`config.mk`:
```
export PLATFORM = sky130hd
export DESIGN_NAME = pwm_duty_controller
export DESIGN_NICKNAME = d
export VERILOG_FILES = /design/src/rtl/pwm_duty_controller.sv
export SDC_FILE = /design/constraint.sdc
export NUM_CORES = 1
export LEC_CHECK = 0
export ABC_AREA = 0
export CORE_MARGIN = 2
export CORE_UTILIZATION = 60
export CTS_CLUSTER_DIAMETER = 200
export DETAILED_ROUTE_END_ITERATION = 10
export PLACE_DENSITY = 0.78
export SLEW_MARGIN = 20
export SYNTH_ARGS = -nofsm -noshare
export SYNTH_HDL_FRONTEND = slang
export SYNTH_SLANG_ARGS = --single-unit
```
`constraint.sdc`:
```
create_clock -name clk -period 7.49 [get_ports clk]
set_input_delay 1.498 -clock clk [delete_from_list [all_inputs] [get_ports clk]]
set_output_delay 1.498 -clock clk [all_outputs]
set_load 0.05 [all_outputs]
```
`src/rtl/pwm_duty_controller.sv`:
```
`default_nettype none
// pwm_duty_controller: sequences the PWM duty word (off / soft-start ramp / hold / triangle sweep),
// updating duty only on PWM period boundaries. Rev 1.0
module pwm_duty_controller #(
   parameter int N              = 8,
   parameter int DEBOUNCE_TICKS = 12000
) (
   input  logic         clk,
   input  logic         rst,
   input  logic         ena,
   input  logic [1:0]   buttons,
   input  logic         period_done,
   input  logic         cmd_valid,
   output logic         cmd_ready,
   input  logic [N-1:0] cmd_duty,
   input  logic [N-1:0] cmd_step,
   output logic [N-1:0] duty,
   output logic         pwm_ena,
   output logic         busy,
   output logic [1:0]   mode
);

   localparam int CW = (DEBOUNCE_TICKS > 1) ? $clog2(DEBOUNCE_TICKS) : 1;
   localparam logic [N:0] DUTY_MAX = {1'b0, {N{1'b1}}};

   typedef enum logic [1:0] {
      S_OFF   = 2'd0,
      S_RAMP  = 2'd1,
      S_HOLD  = 2'd2,
      S_SWEEP = 2'd3
   } state_t;

   logic [1:0] press;

   for (genvar i = 0; i < 2; i++) begin : g_btn
      logic          sync1, sync2, level, pulse;
      logic [CW-1:0] cnt;

      // level only follows the synced input after DEBOUNCE_TICKS consecutive differing cycles
      always_ff @(posedge clk or negedge rst) begin
         if (!rst) begin
            sync1 <= 1'b0;
            sync2 <= 1'b0;
            level <= 1'b0;
            pulse <= 1'b0;
            cnt   <= '0;
         end else begin
            sync1 <= buttons[i];
            sync2 <= sync1;
            pulse <= 1'b0;
            if (sync2 == level) begin
               cnt <= '0;
            end else if (cnt == CW'(DEBOUNCE_TICKS - 1)) begin
               level <= sync2;
               pulse <= sync2;
               cnt   <= '0;
            end else begin
               cnt <= cnt + CW'(1);
            end
         end
      end

      assign press[i] = pulse;
   end

   state_t      state, state_nx;
   logic [N-1:0] duty_nx, target, target_nx, step, step_nx;
   logic         dir_down, dir_down_nx, shutdown, shutdown_nx;
   logic [N:0]   sum, dec;

   always_ff @(posedge clk or negedge rst) begin
      if (!rst) begin
         state    <= S_OFF;
         duty     <= '0;
         target   <= '0;
         step     <= N'(1);
         dir_down <= 1'b0;
         shutdown <= 1'b0;
      end else begin
         state    <= state_nx;
         duty     <= duty_nx;
         target   <= target_nx;
         step     <= step_nx;
         dir_down <= dir_down_nx;
         shutdown <= shutdown_nx;
      end
   end

   assign cmd_ready = ena && (state != S_RAMP);
   assign pwm_ena   = ena && (state != S_OFF);
   assign busy      = (state == S_RAMP);
   assign mode      = state;

   assign sum = {1'b0, duty} + {1'b0, step};
   assign dec = {1'b0, duty} - {1'b0, step};

   always_comb begin
      state_nx    = state;
      duty_nx     = duty;
      target_nx   = target;
      step_nx     = step;
      dir_down_nx = dir_down;
      shutdown_nx = shutdown;

      if (press[1]) begin
         state_nx    = S_OFF;
         duty_nx     = '0;
         shutdown_nx = 1'b0;
      end else if (ena) begin
         if (cmd_valid && cmd_ready) begin
            target_nx   = cmd_duty;
            step_nx     = (cmd_step == '0) ? N'(1) : cmd_step;
            shutdown_nx = 1'b0;
            state_nx    = (cmd_duty == duty) ? S_HOLD : S_RAMP;
         end else if (press[0] && state != S_RAMP) begin
            if (state == S_OFF) begin
               state_nx    = S_SWEEP;
               dir_down_nx = 1'b0;
            end else if (duty == '0) begin
               state_nx    = S_OFF;
               shutdown_nx = 1'b0;
            end else begin
               state_nx    = S_RAMP;
               target_nx   = '0;
               shutdown_nx = 1'b1;
            end
         end else if (period_done) begin
            case (state)
               S_RAMP: begin
                  // clamp at target; both differences are non-negative so no wrap is possible
                  if ((duty < target && (target - duty) <= step) ||
                      (duty > target && (duty - target) <= step) ||
                      (duty == target)) begin
                     duty_nx     = target;
                     state_nx    = shutdown ? S_OFF : S_HOLD;
                     shutdown_nx = 1'b0;
                  end else if (duty < target) begin
                     duty_nx = sum[N-1:0];
                  end else begin
                     duty_nx = dec[N-1:0];
                  end
               end
               S_SWEEP: begin
                  if (!dir_down) begin
                     if (sum >= DUTY_MAX) begin
                        duty_nx     = DUTY_MAX[N-1:0];
                        dir_down_nx = 1'b1;
                     end else begin
                        duty_nx = sum[N-1:0];
                     end
                  end else begin
                     if (step >= duty) begin
                        duty_nx     = '0;
                        dir_down_nx = 1'b0;
                     end else begin
                        duty_nx = dec[N-1:0];
                     end
                  end
               end
               default: ;
            endcase
         end
      end
   end

endmodule
`default_nettype wire

```
# After elaboration in Yosys (flattened, before gate mapping)
# Cells that the tools add are included.
dict set report word_totals {
  reg_bits 64
  output_inout_bits 13
}
dict set report op_classes {
  n_addsub 6
  order_cmp 6
  eq_ne 15
  mux 51
  bitwise_logic 4
  n_reduce_logical 29
}
# cell n
set ops {}
lappend ops {{$mux 8} 15}
lappend ops {{$mux 14} 4}
lappend ops {{$add 14x1->14 const B} 2}
lappend ops {{$eq 14x14->1 const B} 2}
lappend ops {{$sub 8x8->8} 3}
lappend ops {{$mux 1} 21}
lappend ops {{$mux 2} 10}
lappend ops {{$eq 8x8->1} 2}
lappend ops {{$le 8x8->1} 2}
lappend ops {{$logic_not 8->1} 2}
lappend ops {{$pmux 8 s2} 1}
lappend ops {{$reduce_and 5->1} 3}
lappend ops {{$reduce_bool 2->1} 6}
lappend ops {{$reduce_bool 4->1} 3}
lappend ops {{$add 8x8->9} 1}
lappend ops {{$ge 9x8->1 const B} 1}
lappend ops {{$ge 8x8->1} 1}
lappend ops {{$gt 8x8->1} 1}
lappend ops {{$lt 8x8->1} 1}
lappend ops {{$ne 2x2->1 const B} 4}
lappend ops {{$logic_and 1x1->1} 6}
lappend ops {{$reduce_and 6->1} 1}
lappend ops {{$ne 2x1->1 const B} 2}
lappend ops {{$ne 4x4->1 const B} 1}
lappend ops {{other kinds (10)} 16}

# Logic depth before layout (Yosys ltp)
# Gate-level depths: netlist (run 1).
dict set report logic_depth {
  word_depth 12
  ltp_mapped 17
  mapped_depth_nobuf 17
}

# Least setup slack after synthesis (run 1)
# OpenSTA, ideal clock, no wires.
dict set report synth_timing {
  path_kind {register to register}
  start {register duty[1]}
  end {register duty[1]}
  setup_ps 126
  arrival_ps 3814
  required_time_ps 7364
  path_slack_ps 3550
  path_stages_with_launch 16
  path_buffers 0
  period_less_slack_ps 3940
  path_cell_list {dfrtp_1 -> inv_1 -> ha_1 -> a21o_1 -> a21oi_1 -> o21bai_1 -> a21o_1 -> a221oi_1 -> xnor2_1 -> ha_1 -> nand4_1 -> a21oi_1 -> o311ai_4 -> nand2_4 -> mux2i_1 -> a221o_1}
}
dict set report synth_between {
  elab_chain_len 12
}
# item line_no
set synth_lines {}
lappend synth_lines {{start, declared} 17} ;# output logic [N-1:0] duty,
lappend synth_lines {{start signal, assigned} 81} ;# duty <= duty_nx;
lappend synth_lines {{$sub 8x8->8 (on tied branches)} {131, 132}}
lappend synth_lines {{$le 8x8->1 (on tied branches)} {131, 132}}
lappend synth_lines {{$logic_and 1x1->1 (on tied branches)} {131, 132}}
lappend synth_lines {{$logic_or 1x1->1} 131} ;# if ((duty < target && (target - duty) <= step) ||
lappend synth_lines {{$logic_or 1x1->1} 132} ;# (duty > target && (duty - target) <= step) ||
lappend synth_lines {{$mux 8} 131}
lappend synth_lines {{$pmux 8 s2 (*)} 128} ;# case (state)
lappend synth_lines {{$mux 8 (*)} 127} ;# end else if (period_done) begin
lappend synth_lines {{$mux 8 (*)} 115} ;# end else if (press[0] && state != S_RAMP) begin
lappend synth_lines {{$mux 8 (*)} 110} ;# if (cmd_valid && cmd_ready) begin
lappend synth_lines {{$mux 8 (*)} 109} ;# end else if (ena) begin
lappend synth_lines {{$mux 8 (*)} 105} ;# if (press[1]) begin
# Every way passes the cells marked *; elsewhere a longest branch is shown, timed or not. The select of a mux whose other input is x is not followed.
# A chain may end at the register's enable or synchronous reset.

# Final worst setup path (run 1)
dict set report layout_timing {
  start {input ena}
  end {output pwm_ena}
}
dict set report layout_between {
  elab_chain_len 1
}
# item line_no
set layout_lines {}
lappend layout_lines {{start, declared} 10} ;# input logic ena,
lappend layout_lines {{$logic_and 1x1->1} 90} ;# assign pwm_ena = ena && (state != S_OFF);
lappend layout_lines {{end, declared} 18} ;# output logic pwm_ena,
# No other way between the ends.

==> results of run 1 <==
-- state kept, by name (all words and copies together) (netlist names) --
signal and count:
dir_down 1, duty 8, g_btn.cnt 28, g_btn.level 2, g_btn.pulse 2, g_btn.sync1 2, g_btn.sync2 2, mode 2
shutdown 1, step 8, target 8
-- area by class of cell --
class,instances,area (um^2),share of cell area
Clock inverter,6,91.3,0.0159
Sequential cell,64,1600,0.280
Timing Repair Buffer,37,360,0.0629
Clock buffer,10,138,0.0240
Multi-Input combinational cell,444,3250,0.567
Tap cell,105,131,0.0229
Inverter,42,158,0.0275
-- kinds of logic after synthesis --
logic type      Yosys count  synth area share
compound gates          143             0.201
xor+xnor                 53            0.0908
fa+ha+maj                52             0.133
buf+inv                  58            0.0504
flops                    64             0.314
mux                      11            0.0223
simple gates            185             0.189
-- through the flow --
step,hold slack (ns),util
after floorplan,0.331,-
after global placement,0.337,0.670
after detailed placement,0.348,0.670
after CTS,0.365,0.697
after global routing,0.370,0.697
final,0.361,0.697
-- cells in the mapped netlist, types with 10 or more instances --
cell,instances,share of area
nand3_1,18,0.018
xor2_1,27,0.046
nand2_1,38,0.028
dfrtp_1,63,0.31
nand4_1,16,0.020
o21ai_0,28,0.027
xnor2_1,26,0.045
nor3_1,10,0.0098
a21oi_1,33,0.032
ha_1,48,0.12
nor2_1,49,0.036
inv_1,41,0.030
-- final timing paths --
check,depth (start not counted),start,end
worst min register to register,0,g_btn[1].sync1,g_btn[1].sync2
worst max register to register,15,duty[1],mode[0]
worst max-delay path,4,ena,pwm_ena
min in group asynchronous,2,rst,step[1]
max in group asynchronous,2,rst,target[0]
worst min-delay path,0,g_btn[1].sync1,g_btn[1].sync2
-- worst max-delay path, cell delays in order --
cell	delay [ns]
clkdlybuf4s50_1	0.58
inv_1	0.16
nor2_1	0.13
clkdlybuf4s50_1	0.81
-- layer usage --
metal / GRT usage / vias up / share of wire
met1: 0.414 / 2142 / 0.46
met2: 0.457 / 186 / 0.44
li1: - / 2112 / -
met5: 0 / - / 0
met3: 0.0658 / 28 / 0.072
met4: 0.101 / 0 / 0.026
==> impl_metrics.yaml, run 1 <==
clock_tree:
  cts_root_buffer: "clkbuf_8"
  post_cts_buffers: 0
  cts_resized: 0
  htreeDepth: 3
  cts_sinks: 64
  hold_buffers: 0
  clockBufferDepth: 2
  cts_buffers: 9
  path_clk_slew_ns: 0.07
  tritoncts: "built"
  clock_latency_ns: 0.35
logic_synthesis:
  synth-edff-count: 0
  synthesis.instances: 566
  async_reset_ff_frac: 1.00
  synth.avg_cell_area_um2: 9.03
  synth_cell_types: 73
  yosysWarnings: 0
  synth_seq_area_share: 0.314
  ys_ff_latch: 64
  syn-num-nets: 641
  synth_area_um2: 5110
  ys.flop_type: "dfrtp_1"
global_route:
  grt_antenna_before_repair: 0
  grt_overflow: 0
  grt_max_degree: 65
  grt_usage: 0.297
  grt_pass1_vias: 4265
  grt_pass1_wl_um: 20900
drt:
  wire_per_inst_um: 18.0
  drc: 0
  wl_um: 12700
  ant_nets: 0
  vias: 4468
  drtPass1Iterations: 5
  drt_iter0_markers: 290
  vias_per_cell: 6.31
layout:
  diodes: 0
  layout-drive-gt1-share: 0.0680
  mostFrequentLayoutCell: "dfrtp_1"
  fillers: 648
  final_cell_mix: "dfrtp_1, nor2_1, ha_1"
  synthToLayoutAreaGrowth_pct: 12.1
  fin_cells: 708
  fin_nets: 673
  finalInstanceArea_um2: 5730
placed_design:
  gp_congestion: 0.949
  placed_cells: 692
  dp_hpwl_um: 9670
  port_buffers: 35
  dpl_cell_area_um2: 5500
  pre_cts_slack_ns: 2.85
timing:
  slew_violations: 0
  finalWorstSetupSlack_ns: 2.82
  fin_tns_setup_ns: 0
  slew_headroom: 0.471
  hold_violations: 0
  fin_crit_sh: 0.623
  fin_worst_skew_ns: 0.0178
  finalCriticalPeriod_ns: 4.67
  rsz0062_at_grt: "false"
  setup_viol: 0
  tightest_slew_ns: 0.794
  max_clock_freq_mhz: 214
floorplanning:
  dieWidth_um: 96.3
  io_pins: 36
  row_count: 33
  dieHeight_um: 96.3
  die_area_um2: 9270
  core_um2: 8220
  start_util: 0.622
setup_path:
  worstSetupStartpointType: "primary input"
  r2r_slack_ns: 3.41
  cp.required_ns: 5.99
  cp.arrival_ns: 3.17
  critPathMaxFanout: 6
  endpoint_kind: "output port"
  criticalPathCategory: "in -> out"
flow_run:
  cap_violations: 0
run_status:
  status: "finished clean"
min_path:
  hp-class: "reg -> reg"
Power of run 1 is left out: the tool's default activity adds up to more than one toggle a clock period on the data nets, which glitch-free logic cannot reach.
==> run 2, diff against run 1 <==
- clock period: 7.49 -> 4.8 ns (I/O delays scaled with it)
==> impl_metrics.yaml, run 2 (synthesized netlist as in run 1, its figures left out) <==
layout:
  final_cell_mix: "dfrtp_1, nor2_1, ha_1"
  layout-drive-gt1-share: 0.0711
  fillers: 681
  diodes: 0
  top_register: "g_btn.cnt"
  largest_reg_flops: 28
  fin_util: 0.699
  fin_nets: 675
  mostFrequentLayoutCell: "dfrtp_1"
  synthToLayoutAreaGrowth_pct: 12.4
clock_tree:
  post_cts_buffers: 0
  htreeDepth: 3
  hold_buffers: 0
  clockBufferDepth: 2
  tritoncts: "built"
  path_clk_slew_ns: 0.08
  cts_resized: 0
  cts_buffers: 9
  clock_latency_ns: 0.36
  cts_root_buffer: "clkbuf_8"
  cts_sinks: 64
setup_path:
  endpoint_kind: "register"
  worstSetupStartpointType: "register"
  critPathMaxFanout: 11
  slowest_delay_ns: 0.65
  worst-path-stages: 15
  cp.arrival_ns: 4.32
  r2r_slack_ns: 0.71
  rr_worst_depth: 15
  worstPathCellList: "inv_1 -> ha_1 -> a21o_1 -> a21oi_1 -> o21bai_1 -> a21o_1 -> a221oi_1 -> xnor2_1 -> ha_1 -> nand4_1 -> a21oi_1 -> o311ai_4 -> nand2_4 -> o311ai_2 -> o22ai_1"
  cp.required_ns: 5.03
  cpMaxStageDelayCell: "dfrtp_1"
  crit_buf_inv: 1
  critical-path-top-delay-family: "compound AO/OA/AOI/OAI gates"
  criticalPathCategory: "reg -> reg"
floorplanning:
  core_um2: 8220
  dieWidth_um: 96.3
  die_area_um2: 9270
  start_util: 0.622
  io_pins: 36
  row_count: 33
  dieHeight_um: 96.3
drt:
  vias: 4475
  wire_per_inst_um: 18.9
  ant_nets: 0
  vias_per_cell: 6.30
  drc: 0
  wl_um: 13400
  drtPass1Iterations: 6
  drt_iter0_markers: 347
global_route:
  grt_usage: 0.314
  grt_max_degree: 36
  grt_pass1_vias: 4416
  grt_antenna_before_repair: 0
  grt_overflow: 0
  grt_pass1_wl_um: 22100
timing:
  fin_worst_skew_ns: 0.00874
  slew_headroom: 0.528
  finalWorstSetupSlack_ns: 0.714
  fin_crit_sh: 0.851
  rsz0062_at_grt: "false"
  setup_viol: 0
  tightest_slew_ns: 0.691
  max_clock_freq_mhz: 245
  slew_violations: 0
  hold_violations: 0
  fin_tns_setup_ns: 0
  finalCriticalPeriod_ns: 4.09
  timing.hold.ws_ns: 0.355
min_path:
  hp-class: "reg -> reg"
  hold_path_depth: 0
flow_run:
  cap_violations: 0
placed_design:
  gp_congestion: 0.935
  dp_hpwl_um: 10100
  port_buffers: 35
  pre_cts_slack_ns: 0.799
run_status:
  status: "finished clean"
==> run 2: area by class of cell <==
class	count	area, um^2	area share
Tap cell	105	131	0.0229
Sequential cell	64	1600	0.279
Clock inverter	7	103	0.0179
Timing Repair Buffer	39	375	0.0654
Multi-Input combinational cell	444	3250	0.566
Clock buffer	9	124	0.0216
Inverter	42	158	0.0275
==> run 2: final timing paths <==
check / from / end
worst min register to register: g_btn[1].sync1 / g_btn[1].sync2
worst max register to register: duty[1] / mode[0]
max in group asynchronous: rst / g_btn[1].cnt[1]
min in group asynchronous: rst / g_btn[0].cnt[11]
worst max-delay path: duty[1] / mode[0]
worst min-delay path: g_btn[1].sync1 / g_btn[1].sync2
==> run 2: stage by stage <==
step / instance area (um^2) / cells
2_1_floorplan: 5110 / 566
3_3_place_gp: 5520 / 694
3_5_place_dp: 5520 / 694
4_1_cts: 5740 / 710
5_1_grt: 5740 / 710
6_report: 5740 / 710
==> run 2: metal layers <==
metal	track usage	part of all wire	vias up
met5	0	0	-
met4	0.0917	0.021	0
met3	0.0634	0.080	31
met2	0.486	0.45	174
met1	0.446	0.45	2150
li1	-	-	2120
Power of run 2 is left out for the same reason.
==> run 3, diff against run 2 <==
- CTS_CLUSTER_DIAMETER: 200 -> 150
==> results of run 3 <==
The final DEF is identical to that of run 2; final timing and power are the same.
Power of run 3 is left out for the same reason.
